## src/rtl/controlador_puerta_pkg.sv

```systemverilog
// Shared elevator definitions: door state encodings and default travel/re-arm timings.
package controlador_puerta_pkg;

  typedef enum logic [2:0] {
    CERRADA  = 3'd0,
    ABRIENDO = 3'd1,
    ABIERTA  = 3'd2,
    REARME   = 3'd3,
    CERRANDO = 3'd4,
    RETENIDA = 3'd5
  } estado_t;

  localparam int TRAVEL_CYCLES_DEF  = 8;
  localparam int RESTART_CYCLES_DEF = 4;
  localparam int CNT_W              = 8;

endpackage

```

## src/rtl/controlador_puerta_sync_flanco.sv

```systemverilog
// Two-flop synchronizer followed by a rising-edge detector for asynchronous level inputs.
module sync_flanco (
  input  logic clk,
  input  logic rst_n,
  input  logic din,
  output logic flanco
);

  // sr[1:0] is the synchronizer chain, sr[2] remembers the previous synchronized level
  logic [2:0] sr;

  always_ff @(posedge clk or negedge rst_n) begin
    if (!rst_n) sr <= '0;
    else        sr <= {sr[1:0], din};
  end

  assign flanco = sr[1] & ~sr[2];

endmodule

```

## src/rtl/controlador_puerta.sv

```systemverilog
// Elevator door controller: open/close travel timing, inhibits, re-arm and timer handshake.
module controlador_puerta
  import controlador_puerta_pkg::*;
#(
  parameter int TRAVEL_CYCLES  = TRAVEL_CYCLES_DEF,
  parameter int RESTART_CYCLES = RESTART_CYCLES_DEF
) (
  input  logic       clk,
  input  logic       restart_n,
  input  logic       llegada_piso,
  input  logic       btn_abrir,
  input  logic       btn_cerrar,
  input  logic       peso_excesivo,
  input  logic       bloqueo_activado,
  input  logic       t_expired,
  output logic       start_timer,
  output logic       restart,
  output logic       motor_abrir,
  output logic       motor_cerrar,
  output logic       puerta_cerrada,
  output logic [2:0] estado
);

  localparam logic [CNT_W-1:0] TRAVEL_LD  = CNT_W'(TRAVEL_CYCLES - 1);
  localparam logic [CNT_W-1:0] RESTART_LD = CNT_W'(RESTART_CYCLES - 1);

  estado_t          state, nxt;
  logic [CNT_W-1:0] cnt, cnt_nxt;
  logic             armado;
  logic             exp_evt;
  logic             inhibido;

  sync_flanco u_sync_exp (
    .clk    (clk),
    .rst_n  (restart_n),
    .din    (t_expired),
    .flanco (exp_evt)
  );

  assign inhibido = peso_excesivo | bloqueo_activado;

  // armado holds the FSM still for the first edge after reset release
  always_comb begin
    nxt     = state;
    cnt_nxt = cnt;
    if (armado) begin
      case (state)
        CERRADA:
          if (llegada_piso || btn_abrir) begin
            nxt     = ABRIENDO;
            cnt_nxt = TRAVEL_LD;
          end
        ABRIENDO:
          if (cnt == '0) nxt = ABIERTA;
          else           cnt_nxt = cnt - 1'b1;
        ABIERTA:
          if (inhibido) nxt = RETENIDA;
          else if (btn_abrir) begin
            nxt     = REARME;
            cnt_nxt = RESTART_LD;
          end else if (btn_cerrar || exp_evt) begin
            nxt     = CERRANDO;
            cnt_nxt = TRAVEL_LD;
          end
        REARME:
          if (inhibido)        nxt = RETENIDA;
          else if (cnt == '0)  nxt = ABIERTA;
          else                 cnt_nxt = cnt - 1'b1;
        RETENIDA:
          if (!inhibido) begin
            nxt     = REARME;
            cnt_nxt = RESTART_LD;
          end
        CERRANDO:
          if (inhibido || btn_abrir) begin
            nxt     = ABRIENDO;
            cnt_nxt = TRAVEL_LD;
          end else if (cnt == '0) nxt = CERRADA;
          else                    cnt_nxt = cnt - 1'b1;
        default: begin
          nxt     = CERRADA;
          cnt_nxt = '0;
        end
      endcase
    end
  end

  // Outputs are decoded from the next state so they line up with estado
  always_ff @(posedge clk or negedge restart_n) begin
    if (!restart_n) begin
      state          <= CERRADA;
      cnt            <= '0;
      armado         <= 1'b0;
      start_timer    <= 1'b0;
      restart        <= 1'b1;
      motor_abrir    <= 1'b0;
      motor_cerrar   <= 1'b0;
      puerta_cerrada <= 1'b1;
    end else begin
      state          <= nxt;
      cnt            <= cnt_nxt;
      armado         <= 1'b1;
      start_timer    <= (nxt == ABIERTA);
      restart        <= (nxt != ABIERTA);
      motor_abrir    <= (nxt == ABRIENDO);
      motor_cerrar   <= (nxt == CERRANDO);
      puerta_cerrada <= (nxt == CERRADA);
    end
  end

  assign estado = state;

endmodule

```

## config.mk

```make
export PLATFORM = sky130hd
export DESIGN_NAME = controlador_puerta
export DESIGN_NICKNAME = d
export VERILOG_FILES = /design/src/rtl/controlador_puerta_pkg.sv /design/src/rtl/controlador_puerta_sync_flanco.sv /design/src/rtl/controlador_puerta.sv
export SDC_FILE = /design/constraint.sdc
export NUM_CORES = 1
export LEC_CHECK = 0
export ABC_AREA = 1
export BUFFER_PORTS_ARGS = -buffer_cell sky130_fd_sc_hd__buf_4
export CORE_MARGIN = 3
export CORE_UTILIZATION = 28
export DETAILED_ROUTE_END_ITERATION = 16
export PLACE_DENSITY = 0.49
export SLEW_MARGIN = 10
export SYNTH_ARGS = -nofsm -noshare
export SYNTH_HDL_FRONTEND = slang
export SYNTH_SLANG_ARGS = --single-unit
```

## constraint.sdc

```tcl
create_clock -name clk -period 2.8 [get_ports clk]
set_input_delay 0.14 -clock clk [delete_from_list [all_inputs] [get_ports clk]]
set_output_delay 0.14 -clock clk [all_outputs]
set_load 0.005 [all_outputs]
```

==> summary.md <==
| Metric | Value |
|---|---|
| H-tree depth | 1 |
| Post-Layout Cell Count | 253 |
| Post-Route WL | 2810 µm |
| Inst Count DP | 247 |
| Routed via count | 1126 |
| Syn Inst Count | 184 |
| Syn nets | 193 |
| Post-synthesis sequential area ratio | 39.6% |
| Die area | 5380 µm² |
| Total gr overflow | 0 |
| First-pass GRT wire length | 4930 µm |
| Fin. Hold Viols | 0 |
| Root Driver | clkbuf_8 |
| Pwr/cell area | 1040 nW/µm² |
| CTS tree | built |
| RSZ-0062 raised after global routing | no |
| Bufs on Longest Clock Path | 2 |
| Largest net degree at the start of global routing | 21 |
| Hold WS | 0.286 ns |
| Area after DPL | 1430 µm² |
| Mapped Area | 1270 µm² |
| Min-delay worst type | input pin to async pin |
| Setup TNS | 0 ns |
| Required @ worst endpoint | 2.96 ns |
| Core ar. | 4200 µm² |
| # setup viols final | 0 |
| DIE HEIGHT | 73.4 µm |
| Inserted Clock Buffers | 3 |
| Filler cells | 457 |
| Drt pass-1 iters | 4 |
| Die W | 73.4 µm |
| CP Launch Type | flip-flop |
| Crit end category | flip-flop |
| Share of cells above drive strength 1 | 21.7% |
| Worst Setup Path Type | flip-flop to flip-flop |
| Ys Warns | 0 |
| Total track usage | 11.7% |
| Top reg by flops | cnt |
| Post-Layout Inst Area | 1520 µm² |
| Clock Latency Late Sink | 0.26 ns |
| Avg Vias per Cell | 4.45 |
| Fin nets | 213 |
| Synth Area per Inst | 6.91 µm² |
| Maxcap violations | 0 |
| Number of diodes | 0 |
| Row count | 23 |
| Initial core utilization | 30.3% |
| Routability cong. | 0.796 |
| Critical Path AT | 1.90 ns |
| Register bit total from synthesis | 20 |
| Final Core Density | 36.2% |
| Number of setup buffers added after CTS | 0 |
| Detail Route Antenna Nets | 0 |
| Slew Limit Fails | 0 |
| Static leakage power | 0.000786 µW |
| Fmax | 0.574 GHz |
| Largest register FFs | 8 |
| Area Overhead vs Synth | 19.5% |
| CP max FO | 5 |
| Status | finished, final reports clean |
| Ports | 16 |
| Avg WL per Cell | 11.1 µm |
| Vias in the first global route | 1084 |
| Reg clk slew, reported paths | 0.09 ns |
| IO Port Bufs | 15 |
| Clock sink total | 20 |
| Antenna violations before repair | 0 |
| Post-route minimum period | 1.74 ns |
| Peak supply drop | 302 µV |
| Final cycle utilization of the critical path | 62.2% |
| Iter 0 DRT Violations | 46 |
| Worst clock skew | 0.00385 ns |
| Unique masters post-synth | 27 |
| Remaining routing DRC violations | 0 |
| Detailed placer's ending HPWL | 2150 µm |
logic make-up after synthesis:
logic type,Yosys count,synth area share [%]
and+or+nand+nor,112,39.8
xor gates and xnor gates,2,1.38
other,1,0.295
buffers and inverters,30,9.94
DFF,20,39.6
adders and majority gates,1,0.984
AOI/OAI and AO/OA,18,8.07
critical path, cell delays in order, from the launching register on:
cell and delay [ns]:
dfrtp_1 0.42, inv_1 0.06, ha_1 0.24, nand2_1 0.19, inv_1 0.06, nand2_1 0.15
nand3_1 0.09, nand2_1 0.07, nand2_1 0.05, nand2_1 0.11, inv_1 0.07, nand2_1 0.09
nor2_1 0.04
cells in the mapped netlist (all sizes together):
cell | number | area (µm²)
a21boi | 1 | 7.51
a21oi | 4 | 23.8
buf | 2 | 18.8
conb | 1 | 3.75
dfrtp | 18 | 450
dfstp | 2 | 52.6
ha | 1 | 12.5
inv | 28 | 108
nand2 | 65 | 269
nand3 | 13 | 65.1
nand3b | 1 | 7.51
nor2 | 30 | 148
nor3 | 2 | 10.0
o211ai | 1 | 7.51
o21ai | 12 | 63.8
or2 | 1 | 6.26
xor2 | 2 | 17.5
where the power goes:
| part | internal (µW) | switching [µW] |
|---|---|---|
| clock network | 191 | 110 |
| registers | 387 | 91.9 |
| logic | 301 | 498 |
| total | 879 | 700 |
final timing paths:
check | from | to | slack (ns) | cells past startpoint
setup / recovery | cnt[0] | start_timer | 1.06 | 12
hold / removal | restart_n | motor_cerrar | 0.29 | 2
setup reg to reg | cnt[0] | start_timer | 1.06 | 12
hold reg to reg | u_sync_exp.sr[0] | u_sync_exp.sr[1] | 0.38 | 0
max in group asynchronous | restart_n | puerta_cerrada | 2.25 | 2
min in group clk | peso_excesivo | estado[1] | 0.37 | 6
stage by stage:
stage / power (µW) / setup slack, ns
3_5_place_dp: 1280 / 1.09
4_1_cts: 1590 / 1.07
6_report: 1580 / 1.06
2_1_floorplan: 1080 / 1.33
5_1_grt: 1740 / 0.869
3_3_place_gp: 1300 / 1.06
repair_timing:
| action | 4_1_cts | 5_1_grt |
|---|---|---|
| setup endpoints to repair | 0 | 0 |
| gates resized for setup | 0 | 0 |
| hold buffers | 2 | 0 |
| hold endpoints to repair | 19 | 0 |
routing by layer:
metal / wire, µm / GRT usage [%] / vias to the layer above
li1: - / - / 602
met1: 1470 / 16.4 / 501
met2: 1200 / 18.7 / 19
met3: 109 / 1.64 / 4
met4: 33 / 3.62 / 0
met5: 0 / 0 / -
area by class of cell:
class	instances	area, µm²	share of cell area, %
inverters	28	108	7.08
clock inverters	1	30.0	1.98
multi-input cells	134	642	42.3
repair buffers	17	133	8.73
clock buffers	3	41.3	2.72
well taps	50	62.6	4.12
flip-flops and latches	20	503	33.1
placed cells by master, fill, tap and decap left out:
cell type	instances
a21oi_2	1
a21oi_1	3
inv_2	3
nand2_1	57
nand3b_1	1
bufinv_16	1
xor2_1	2
inv_1	24
nor2_4	3
nand3_1	13
inv_4	1
nor3_1	2
nand2_4	1
a21boi_0	1
conb_1	1
o21ai_2	1
dfrtp_1	18
dfstp_2	2
clkbuf_8	3
o21ai_1	1
buf_4	15
nor2_2	5
or2_2	1
nand2_2	7
o21ai_0	10
o211ai_1	1
nor2_1	22
ha_1	1
dlygate4sd3_1	2
(Power assumes the default switching activity.)
